File: config.mk
export PLATFORM = sky130hd
export DESIGN_NAME = pcm_to_i2s_flat
export DESIGN_NICKNAME = d
export VERILOG_FILES = /design/src/rtl/pcm_to_i2s_if.sv /design/src/rtl/pcm_to_i2s.sv /design/src/flat_wrapper.sv
export SDC_FILE = /design/constraint.sdc
export NUM_CORES = 1
export LEC_CHECK = 0
export ABC_AREA = 1
export CORE_ASPECT_RATIO = 2
export CORE_MARGIN = 8
export CORE_UTILIZATION = 48
export DETAILED_ROUTE_END_ITERATION = 10
export PLACE_DENSITY = 0.84
export REMOVE_ABC_BUFFERS = 1
export SYNTH_ARGS = -nofsm -noshare
export SYNTH_HDL_FRONTEND = slang
export SYNTH_SLANG_ARGS = --single-unit
File: constraint.sdc
create_clock -name clk -period 1.78 [get_ports clk]
set_input_delay 0.356 -clock clk [delete_from_list [all_inputs] [get_ports clk]]
set_output_delay 0.356 -clock clk [all_outputs]
set_load 0.02 [all_outputs]
File: src/rtl/pcm_to_i2s_if.sv
// pcm_to_i2s_if
// Carries the PCM sample-pair handshake between a sample source and the
// I2S serializer.
//   data_left    : left-channel PCM sample, two's complement
//   data_right   : right-channel PCM sample, two's complement
//   sample_valid : source presents a valid left/right pair
//   sample_ready : serializer holding register is empty and can take a pair
// modport master : sample source side
// modport slave  : serializer side
interface pcm_to_i2s_if #(
   parameter int NUMBER_OF_BITS = 8
);
   logic [NUMBER_OF_BITS-1:0] data_left;
   logic [NUMBER_OF_BITS-1:0] data_right;
   logic                      sample_valid;
   logic                      sample_ready;

   modport master (
      output data_left,
      output data_right,
      output sample_valid,
      input  sample_ready
   );

   modport slave (
      input  data_left,
      input  data_right,
      input  sample_valid,
      output sample_ready
   );
endinterface

File: src/rtl/pcm_to_i2s.sv
// pcm_to_i2s
// Serializes left/right PCM sample pairs into an I2S stream clocked by the
// bit clock. Each channel slot is SLOT_BITS bit clocks long. The sample MSB
// goes out one bit clock after the slot starts (I2S one-bit delay). The
// remaining bits follow MSB first, and the rest of the slot is padded
// with zeros. Pairs enter through a single-entry holding register. At the
// end of every right slot that register is moved into the frame register.
// If the holding register is empty at that point, a zero frame is sent and
// underrun pulses for one cycle.
//   clk      : bit clock, all state advances on the rising edge
//   reset    : asynchronous, active-high
//   pcm      : sample-pair handshake (slave side)
//   ws       : word select, 0 = left slot, 1 = right slot (registered)
//   sd       : serial data (registered)
//   underrun : one-cycle pulse when a frame starts with no sample pending
// SLOT_BITS must be at least NUMBER_OF_BITS+1 so that a full word plus the
// one-bit delay fits in a slot.
//
// Holding-register FSM
//   state      | meaning
//   HOLD_EMPTY | no pair pending; sample_ready = 1
//   HOLD_FULL  | pair captured, waiting for the next frame boundary
module pcm_to_i2s #(
   parameter int NUMBER_OF_BITS = 8,
   parameter int SLOT_BITS      = 16
) (
   input  logic         clk,
   input  logic         reset,
   pcm_to_i2s_if.slave  pcm,
   output logic         ws,
   output logic         sd,
   output logic         underrun
);

   localparam int CNT_W = (SLOT_BITS > 2) ? $clog2(SLOT_BITS) : 1;

   typedef enum logic {
      HOLD_EMPTY = 1'b0,
      HOLD_FULL  = 1'b1
   } hold_state_t;

   hold_state_t               r_hold_state;
   hold_state_t               w_hold_state_next;

   logic [CNT_W-1:0]          r_cnt;
   logic                      r_ws;
   logic                      r_sd;
   logic                      r_underrun;
   logic [NUMBER_OF_BITS-1:0] r_hold_left;
   logic [NUMBER_OF_BITS-1:0] r_hold_right;
   logic [NUMBER_OF_BITS-1:0] r_frame_left;
   logic [NUMBER_OF_BITS-1:0] r_frame_right;

   logic                      w_slot_last;
   logic                      w_transfer;
   logic                      w_accept;
   logic                      w_frame_from_hold;
   logic                      w_underrun_next;
   logic [CNT_W-1:0]          w_cnt_next;
   logic                      w_ws_next;
   logic [NUMBER_OF_BITS-1:0] w_sd_word;
   logic [CNT_W-1:0]          w_bit_idx;
   logic                      w_sd_next;

   // Slot timing: free-running counter, ws flips on the wrap edge
   always_comb begin
      w_slot_last = (r_cnt == CNT_W'(SLOT_BITS - 1));
      w_transfer  = w_slot_last && r_ws;
      w_cnt_next  = w_slot_last ? '0 : (r_cnt + CNT_W'(1));
      w_ws_next   = r_ws ^ w_slot_last;
   end

   // Holding-register FSM: next state and frame-boundary decisions
   always_comb begin
      w_hold_state_next = r_hold_state;
      w_accept          = 1'b0;
      w_frame_from_hold = 1'b0;
      w_underrun_next   = 1'b0;
      case (r_hold_state)
         HOLD_EMPTY: begin
            w_accept = pcm.sample_valid;
            // A pair accepted on the transfer edge itself is too late for
            // this frame; it waits for the next one.
            w_underrun_next = w_transfer;
            if (w_accept) begin
               w_hold_state_next = HOLD_FULL;
            end
         end
         HOLD_FULL: begin
            w_frame_from_hold = w_transfer;
            if (w_transfer) begin
               w_hold_state_next = HOLD_EMPTY;
            end
         end
         default: begin
            w_hold_state_next = HOLD_EMPTY;
         end
      endcase
   end

   // Serial data for the coming period. The frame register only changes on
   // transfer edges, where the next count is 0 and sd is forced low, so the
   // current frame contents are always the right ones to look at here.
   always_comb begin
      w_sd_word = w_ws_next ? r_frame_right : r_frame_left;
      w_bit_idx = CNT_W'(NUMBER_OF_BITS) - w_cnt_next;
      w_sd_next = 1'b0;
      if ((w_cnt_next != '0) && (w_cnt_next <= CNT_W'(NUMBER_OF_BITS))) begin
         w_sd_next = |(w_sd_word & (NUMBER_OF_BITS'(1) << w_bit_idx));
      end
   end

   always_ff @(posedge clk or posedge reset) begin
      if (reset) begin
         r_hold_state <= HOLD_EMPTY;
      end else begin
         r_hold_state <= w_hold_state_next;
      end
   end

   always_ff @(posedge clk or posedge reset) begin
      if (reset) begin
         r_cnt      <= '0;
         r_ws       <= 1'b0;
         r_sd       <= 1'b0;
         r_underrun <= 1'b0;
      end else begin
         r_cnt      <= w_cnt_next;
         r_ws       <= w_ws_next;
         r_sd       <= w_sd_next;
         r_underrun <= w_underrun_next;
      end
   end

   always_ff @(posedge clk or posedge reset) begin
      if (reset) begin
         r_hold_left  <= '0;
         r_hold_right <= '0;
      end else if (w_accept) begin
         r_hold_left  <= pcm.data_left;
         r_hold_right <= pcm.data_right;
      end
   end

   always_ff @(posedge clk or posedge reset) begin
      if (reset) begin
         r_frame_left  <= '0;
         r_frame_right <= '0;
      end else if (w_transfer) begin
         r_frame_left  <= w_frame_from_hold ? r_hold_left  : '0;
         r_frame_right <= w_frame_from_hold ? r_hold_right : '0;
      end
   end

   assign pcm.sample_ready = (r_hold_state == HOLD_EMPTY);
   assign ws               = r_ws;
   assign sd               = r_sd;
   assign underrun         = r_underrun;

endmodule

File: src/flat_wrapper.sv
// flat-port wrapper written by rule: the top's interface ports become plain ports
module pcm_to_i2s_flat 
#(
   parameter int NUMBER_OF_BITS = 8,
   parameter int SLOT_BITS      = 16
)
  (clk, reset, ws, sd, underrun, pcm_data_left, pcm_data_right, pcm_sample_valid, pcm_sample_ready);
  pcm_to_i2s_if #(.NUMBER_OF_BITS(NUMBER_OF_BITS)) pcm_i ();
  input  logic clk;
  input  logic reset;
  output logic ws;
  output logic sd;
  output logic underrun;
  input wire logic [$bits(pcm_i.data_left)-1:0] pcm_data_left;
  input wire logic [$bits(pcm_i.data_right)-1:0] pcm_data_right;
  input wire logic [$bits(pcm_i.sample_valid)-1:0] pcm_sample_valid;
  output wire logic [$bits(pcm_i.sample_ready)-1:0] pcm_sample_ready;
  assign pcm_i.data_left = pcm_data_left;
  assign pcm_i.data_right = pcm_data_right;
  assign pcm_i.sample_valid = pcm_sample_valid;
  assign pcm_sample_ready = pcm_i.sample_ready;
  pcm_to_i2s #(.NUMBER_OF_BITS(NUMBER_OF_BITS), .SLOT_BITS(SLOT_BITS)) u_core (.clk(clk), .reset(reset), .pcm(pcm_i), .ws(ws), .sd(sd), .underrun(underrun));
endmodule
After elaboration in Yosys (flattened, before gate mapping)

Index checks and enable logic that the tools add are counted.

Register bits: 40
Input bits: 19
Output and inout port bits: 4
Logic and storage cells: 32

$add $sub $neg: 2
Order comparisons: 1
Eq/ne operators: 1
Shift-type cells: 1
Multiplexer cells: 11
Bitwise operators: 3
Reduce and logical (&&, ||, !) cells: 4

Operators by type and width:

| operator                                                          | count |
|---|---|
| 8-bit two-way mux                                                 | 3 |
| 8-bit AND                                                         | 1 |
| 8-bit OR reduction                                                | 1 |
| 1-bit by 4-bit << shifter with 8-bit output, first input constant | 1 |
| 1-bit two-way mux                                                 | 6 |
| 4-bit by 1-bit adder with 4-bit output, second input constant     | 1 |
| 4-bit equality test, second input constant                        | 1 |
| 4-bit less-or-equal comparator, second input constant             | 1 |
| 4-bit two-way mux                                                 | 1 |
| 4-bit nonzero test                                                | 1 |
| 4-bit subtractor, first input constant                            | 1 |
| 1-bit logical AND                                                 | 2 |
| 1-bit one-hot mux with 2 select lines                             | 1 |
| 1-bit NOT                                                         | 1 |
| 1-bit XOR                                                         | 1 |

Depth between registers and ports, before layout

Depth in word-level cells: 7
Mapped depth: 12
Gate-level depth less buffers: 12

Worst setup path after synthesis

OpenSTA, ideal clock, no wires.

Path kind: reg-to-reg
From: register u_core.r_cnt[0]
To: register u_core.r_sd, in the netlist u_core.sd
Setup time: 0.115 ns
Data arrival time: 1.548 ns
Data required time: 1.665 ns
Path slack: 0.116 ns
Cell stages (with the launch flop): 13
Buffers on the path: 0
Clock period less this slack: 1.664 ns
Cell sequence: dfrtp_1 > ha_1 > nand2_1 > nor2_1 > ha_1 > inv_1 > nand2_1 > nand3_1 > nand2_1 > nor2_1 > nand2_1 > nand2_1 > nor2_1

Elaborated cells on any way between the ends: 13
Classes of those cells: 2 x add/sub; 1 x order compare; 1 x eq/ne; 1 x shift; 3 x mux; 2 x bitwise; 3 x reduce/logical

RTL lines:

| item                   | RTL line          | text |
|---|---|---|
| start, declared        | pcm_to_i2s.sv:45  | `logic [CNT_W-1:0] r_cnt;` |
| start signal, assigned | pcm_to_i2s.sv:128 | `r_cnt <= w_cnt_next;` |
| 4-bit equality test    | pcm_to_i2s.sv:67  | `w_slot_last = (r_cnt == CNT_W'(SLOT_BITS - 1));` |
| 1-bit XOR              | pcm_to_i2s.sv:70  | `w_ws_next = r_ws ^ w_slot_last;` |
| net u_core.w_ws_next   | pcm_to_i2s.sv:60  | `logic w_ws_next;` |
| 8-bit two-way mux      | pcm_to_i2s.sv:105 | `w_sd_word = w_ws_next ? r_frame_right : r_frame_left;` |
| 8-bit AND              | pcm_to_i2s.sv:109 | `w_sd_next = \|(w_sd_word & (NUMBER_OF_BITS'(1) << w_bit_idx));` |
| 8-bit OR reduction     | pcm_to_i2s.sv:109 |  |
| 1-bit two-way mux      | pcm_to_i2s.sv:108 | `if ((w_cnt_next != '0) && (w_cnt_next <= CNT_W'(NUMBER_OF_BITS))) begin` |
| net u_core.w_sd_next   | pcm_to_i2s.sv:63  | `logic w_sd_next;` |
| end signal, assigned   | pcm_to_i2s.sv:130 | `r_sd <= w_sd_next;` |
| end, declared          | pcm_to_i2s.sv:47  | `logic r_sd;` |

The timed path passes the listed nets, and every way through them passes these cells.
A chain may end at the register's enable or synchronous reset.

Worst setup path in the final report

Ends and elaborated chain as after synthesis.

==> run metrics <==
Buf/Inv on CP=1; Crit path required time=1960 ps; global-route wire length before repair=5680 µm; Crit Path Category=flop to flop; Setup Skew=7.05 ps; Distinct cells, synth=18; Worst Tran Pin Value=380 ps; GRT Total Usage=0.122; final-stage net count=244; CTS Buf Count=5; Setup WS post-layout=119 ps; final hold vios=0; final setup fails=0; DRT Wirelength=3240 µm; largest net degree at the start of global routing=41; crit-path cells=ha_2 -> nand2_1 -> nor2_4 -> ha_4 -> inv_2 -> nand2_1 -> nand3_1 -> nand2_1 -> nor2_1 -> nand2_1 -> nand2_1 -> nor2_1; vias in the first global route=1412; Max Fanout on Critical Path=7; clock sinks=40; DP Wirelength=2410 µm; Reg-to-Reg Start=u_core.r_cnt[0]$_DFF_PP0_; Most Frequent Cell on Critical Path=nand2_1; CTS tree=done; max incr delay on CP=360 ps; Final TNS setup=0 ps; RD Place Congestion=0.855; Worst path top cell family by delay=simple AND/OR/NAND/NOR gates; # rows=31; clk_lat worst skew=290 ps; Final Util=0.614; crit end category=flop; number of synthesis warnings=0; min Tclk post-route=1660 ps; Clk pin slew, worst setup/hold paths=70 ps; commonest non-fill, non-tap cells in the layout=52 x nand2_1, 40 x dfrtp_1, 21 x inv_1, 21 x clkdlybuf4s50_1, 16 x nor2_1; initial cell density of the core=0.497; CP max stage cell=dfrtp_1; Area Growth Syn to Fin=23.5%; Mapped Area=1770 µm²; Vias=1331; Fmax=602 MHz; relative slew slack=0.747; total core area=3570 µm²; CTS Hold Bufs=0; Inserted Diodes=0; CTS H-Tree Depth=2; GR Overflow Total=0; capturing point of the worst reg2reg path=u_core.sd$_DFF_PP0_; peak supply drop=0.909 mV; R2R depth=12; Max-Cap Viols=0; synthesized flop and latch total=40; gate count of the mapped netlist=190; Iter 0 DRT Violations=31; DR pass1 iterations=4; share of layout cells above drive strength 1=0.123; Detail Route Antenna Nets=0; static leakage=1.12 nW; CP startpoint kind=flop; DIE HEIGHT=102 µm; Place WS=10.1 ps; # port buffers=22; fin. max-slew vios=0; CP arrival=1850 ps; status=finished clean; commonest non-fill, non-tap cell in the layout=nand2_1; Clock Path Buffers=2; pwr dens=858 nW/µm²; Root Driver=clkbuf_8; post-CTS setup buffers=0; chip width=59.0 µm; Wirelength per Cell=12.0 µm; Reg2Reg Setup Slack=120 ps; sequential-to-total area share from yosys stat=0.565; residual DRC count=0; total die area=6010 µm²; Ports=23; HP Class=input pin to asynchronous set/reset pin; period utilization=0.933; initial antenna violation count=0; Syn Area/Cell=9.33 µm²; vias per cell=4.95
==> cell families after synthesis <==
group,Yosys count,share of synthesized area
buf+inv,28,0.0656
fa+ha+maj,6,0.0423
compound gates,20,0.0572
simple gates,87,0.203
mux,9,0.0677
flops,40,0.565
==> worst reg2reg max path, delay by kind of cell (launching register included) <==
family                   cells  cell delay [ps]
flip-flops                   1              360
buffers and inverters        1               80
adder cells (fa/ha/maj)      2              430
AND/OR/NAND/NOR              9              700
==> synth_stat cells, drive strengths merged <==
library cell / instances / area (µm²)
nand2: 53 / 206
dfrtp: 40 / 1000
inv: 23 / 86.3
nor2: 18 / 70.1
nand3: 14 / 70.1
o21ai: 10 / 50.1
a21oi: 9 / 45.0
mux2: 9 / 120
ha: 6 / 75.1
buf: 5 / 30.0
nand4: 2 / 12.5
o22ai: 1 / 6.26
==> registers in the layout (all words and copies together) (netlist names) <==
register,flops
u_core.r_cnt,4
u_core.r_frame_left,8
u_core.ws,1
u_core.r_hold_left,8
u_core.r_hold_right,8
u_core.underrun,1
u_core.r_frame_right,8
u_core.sd,1
u_core.r_hold_state,1
==> routing by layer <==
metal / vias up / routed length [µm] / global-route usage
met5: - / 0 / 0
met4: 0 / 89 / 0.0928
met3: 5 / 93 / 0.0240
met2: 28 / 1780 / 0.216
met1: 646 / 1280 / 0.119
li1: 652 / - / -
==> report_power, final <==
part	internal [mW]	switching (mW)	leakage, nW
Combinational	0.132	0.0892	0.612
Clock	0.316	0.282	0.0455
Sequential	1.01	0.0453	0.462
==> worst max path at each step <==
stage                              startpoint                                  to  cells past startpoint
global placement    u_core.r_cnt[0]$_DFF_PP0_                 u_core.sd$_DFF_PP0_                     12
global route        u_core.r_cnt[0]$_DFF_PP0_                 u_core.sd$_DFF_PP0_                     12
floorplan           u_core.r_cnt[0]$_DFF_PP0_  u_core.r_frame_left[7]$_DFFE_PP0P_                      7
CTS                 u_core.r_cnt[0]$_DFF_PP0_                 u_core.sd$_DFF_PP0_                     12
finish              u_core.r_cnt[0]$_DFF_PP0_                 u_core.sd$_DFF_PP0_                     12
detailed placement  u_core.r_cnt[0]$_DFF_PP0_                 u_core.sd$_DFF_PP0_                     12
==> repair_timing <==
| action | in CTS | in global routing |
|---|---|---|
| pin swaps | 0 | 1 |
| gates resized for setup | 1 | 5 |
| cloned | 0 | 0 |
| setup endpoints to repair | 1 | 2 |
==> per-stage QoR <==
| step | instances | total power [mW] | instance area, µm² | hold WS, ps |
|---|---|---|---|---|
| 3_5_place_dp | 261 | 1.30 | 2070 | 467 |
| 5_1_grt | 269 | 1.97 | 2190 | 451 |
| 6_report | 269 | 1.88 | 2190 | 403 |
| 3_3_place_gp | 261 | 1.29 | 2070 | 465 |
| 2_1_floorplan | 185 | 1.21 | 1740 | 449 |
| 4_1_cts | 269 | 1.90 | 2180 | 422 |
==> area by class of cell <==
type | count | area (µm²)
inverters | 23 | 86.3
well taps | 49 | 61.3
clock buffers | 8 | 90.1
repair buffers | 27 | 273
multi-input cells | 122 | 678
fillers | 309 | 1380
flip-flops and latches | 40 | 1000
No activity file was read; power rests on OpenSTA's default activity.
==> RTL edit: new RTL, same settings <==
`NUMBER_OF_BITS` is set to 8 in 3 places; all go to 7.
--- a/src/rtl/pcm_to_i2s_if.sv
+++ b/src/rtl/pcm_to_i2s_if.sv
@@ -8,7 +8,7 @@
 // modport master : sample source side
 // modport slave  : serializer side
 interface pcm_to_i2s_if #(
-   parameter int NUMBER_OF_BITS = 8
+   parameter int NUMBER_OF_BITS = 7
 );
    logic [NUMBER_OF_BITS-1:0] data_left;
    logic [NUMBER_OF_BITS-1:0] data_right;
--- a/src/rtl/pcm_to_i2s.sv
+++ b/src/rtl/pcm_to_i2s.sv
@@ -21,7 +21,7 @@
 //   HOLD_EMPTY | no pair pending; sample_ready = 1
 //   HOLD_FULL  | pair captured, waiting for the next frame boundary
 module pcm_to_i2s #(
-   parameter int NUMBER_OF_BITS = 8,
+   parameter int NUMBER_OF_BITS = 7,
    parameter int SLOT_BITS      = 16
 ) (
    input  logic         clk,
--- a/src/flat_wrapper.sv
+++ b/src/flat_wrapper.sv
@@ -1,7 +1,7 @@
 // flat-port wrapper written by rule: the top's interface ports become plain ports
 module pcm_to_i2s_flat 
 #(
-   parameter int NUMBER_OF_BITS = 8,
+   parameter int NUMBER_OF_BITS = 7,
    parameter int SLOT_BITS      = 16
 )
   (clk, reset, ws, sd, underrun, pcm_data_left, pcm_data_right, pcm_sample_valid, pcm_sample_ready);
Interface: changed (resized pcm_data_left and pcm_data_right); port bits go from 23 to 21. No check against the original RTL was run, so the function may have changed too.
==> RTL edit against the original RTL <==
Synthesized area down 13%; clock skew up 0.0025 ns; hold slack better by 0.062 ns; total power up 1.4%; final area down 11%; critical endpoint is now pcm_sample_ready; largest power group unchanged; sequential cell count down 4; wire length down 8.7%; worst setup slack worse by 0.082 ns.
==> RTL edit: results (changes against the original RTL) <==
[run_status]
status = finished, final reports clean

[global_routing]
grt_pass1_wl_mm = 5.08  ; -11%
met3_usage_pct = 3.17  ; +0.77 points
grt_use_met1_pct = 11.0  ; -0.89 points
grt_start_max_net_pins = 37  ; -9.8%
grt_usage_pct = 11.8  ; -0.44 points
grt_pass1_vias = 1222  ; -13%
grt_use_met2_pct = 21.0  ; -0.57 points

[sta]
timing.slew.headroom_pct = 70.7  ; -4.0 points
period_minus_slack_ns = 1.74  ; +0.0820 ns
skew_ns = 0.00954  ; +0.00248 ns
hold_ws_ns = 0.466  ; +0.0624 ns

[pwr]
power.switching_mw = 0.416  ; -0.18%
p_clk_mw = 0.781  ; +31%
switching_share_pct = 21.8  ; -0.34 points
comb_power_share_pct = 9.9  ; -1.9 points
leakage_nw = 1.02  ; -9.3%
ir_worst_vdd_v = 0.000640  ; -30%

[place]
dpl_cell_area_um2 = 1800  ; -13%
place_ws_ns = -0.0709  ; -0.0810 ns
place_congestion = 0.824  ; -3.7%
dpl.hpwl_mm = 2.18  ; -9.4%
port_buffers = 20  ; -9.1%

[synthesis]
ys_seq_area_share_pct = 58.2  ; +1.7 points
yosysUniqueCellTypes = 16  ; -2
syn_inst = 173  ; -8.9%
netlist_top_cells_count = nand2_1, dfrtp_1, inv_1
synth_ff_type = dfrtp_1
synthTopCellsByArea = dfrtp_1, nand2_1, inv_1, a21oi_1, ha_1

[critical_path]
r2r-end = u_core.sd
worstPathMaxFanout = 3  ; -4
slowest_stage = clkdlybuf4s50_1
crit_start = u_core.r_hold_state
cp.arrival_ns = 1.39  ; -0.46 ns
worstSetupEndpoint = pcm_sample_ready
slowest_delay_ns = 0.60  ; +0.24 ns

[final_layout]
drive_gt1_share_pct = 10.3  ; -1.9 points
fillCellCount = 264  ; -15%
finalNonFillerCells = 234  ; -13%
n_antenna_cell = 0  ; unchanged
multi_input_area_um2 = 508  ; -25%

[clocking]
ctsResizeCount = 2  ; +1
clockBufferDepth = 2  ; unchanged
h-tree-depth = 2  ; unchanged

[drt]
dr_wl_met2_mm = 1.58  ; -11%
wl_per_cell_um = 12.6  ; +5.0%
viasPerCell = 5.05  ; +2.0%
wl_met3_um = 127  ; +37%
drt-initial-drc-count = 28  ; -9.7%

[min_path]
hold_path.class = input port to asynchronous set/reset pin

## RTL edit: cell count changes in the layout (fill, tap and decap cells not counted), moves of 4 or more
cell,unedited run,this run
dfrtp_1,40,36
mux2_2,4,0
nand3_1,14,6
nand2_1,52,38
mux2_4,5,0
o22ai_1,1,6
a21oi_1,9,15
inv_1,21,27
## RTL edit: area by class of cell
| cell class | instances | share of cell area (%) |
|---|---|---|
| clock inverter | 1 | 1.53 |
| timing repair buffer | 27 | 13.5 |
| inverter | 31 | 6.07 |
| sequential | 36 | 46.0 |
| multi-input combinational | 101 | 25.9 |
| clock buffer | 7 | 4.92 |
| tap | 31 | 1.98 |
## RTL edit: logic make-up after synthesis
| logic type | share of synthesized area (%) |
|---|---|
| AND/OR/NAND/NOR | 16.2 |
| buffers and inverters | 10.1 |
| flip-flops | 58.2 |
| AO/OA/AOI/OAI | 10.7 |
| adder cells (fa/ha/maj) | 4.85 |
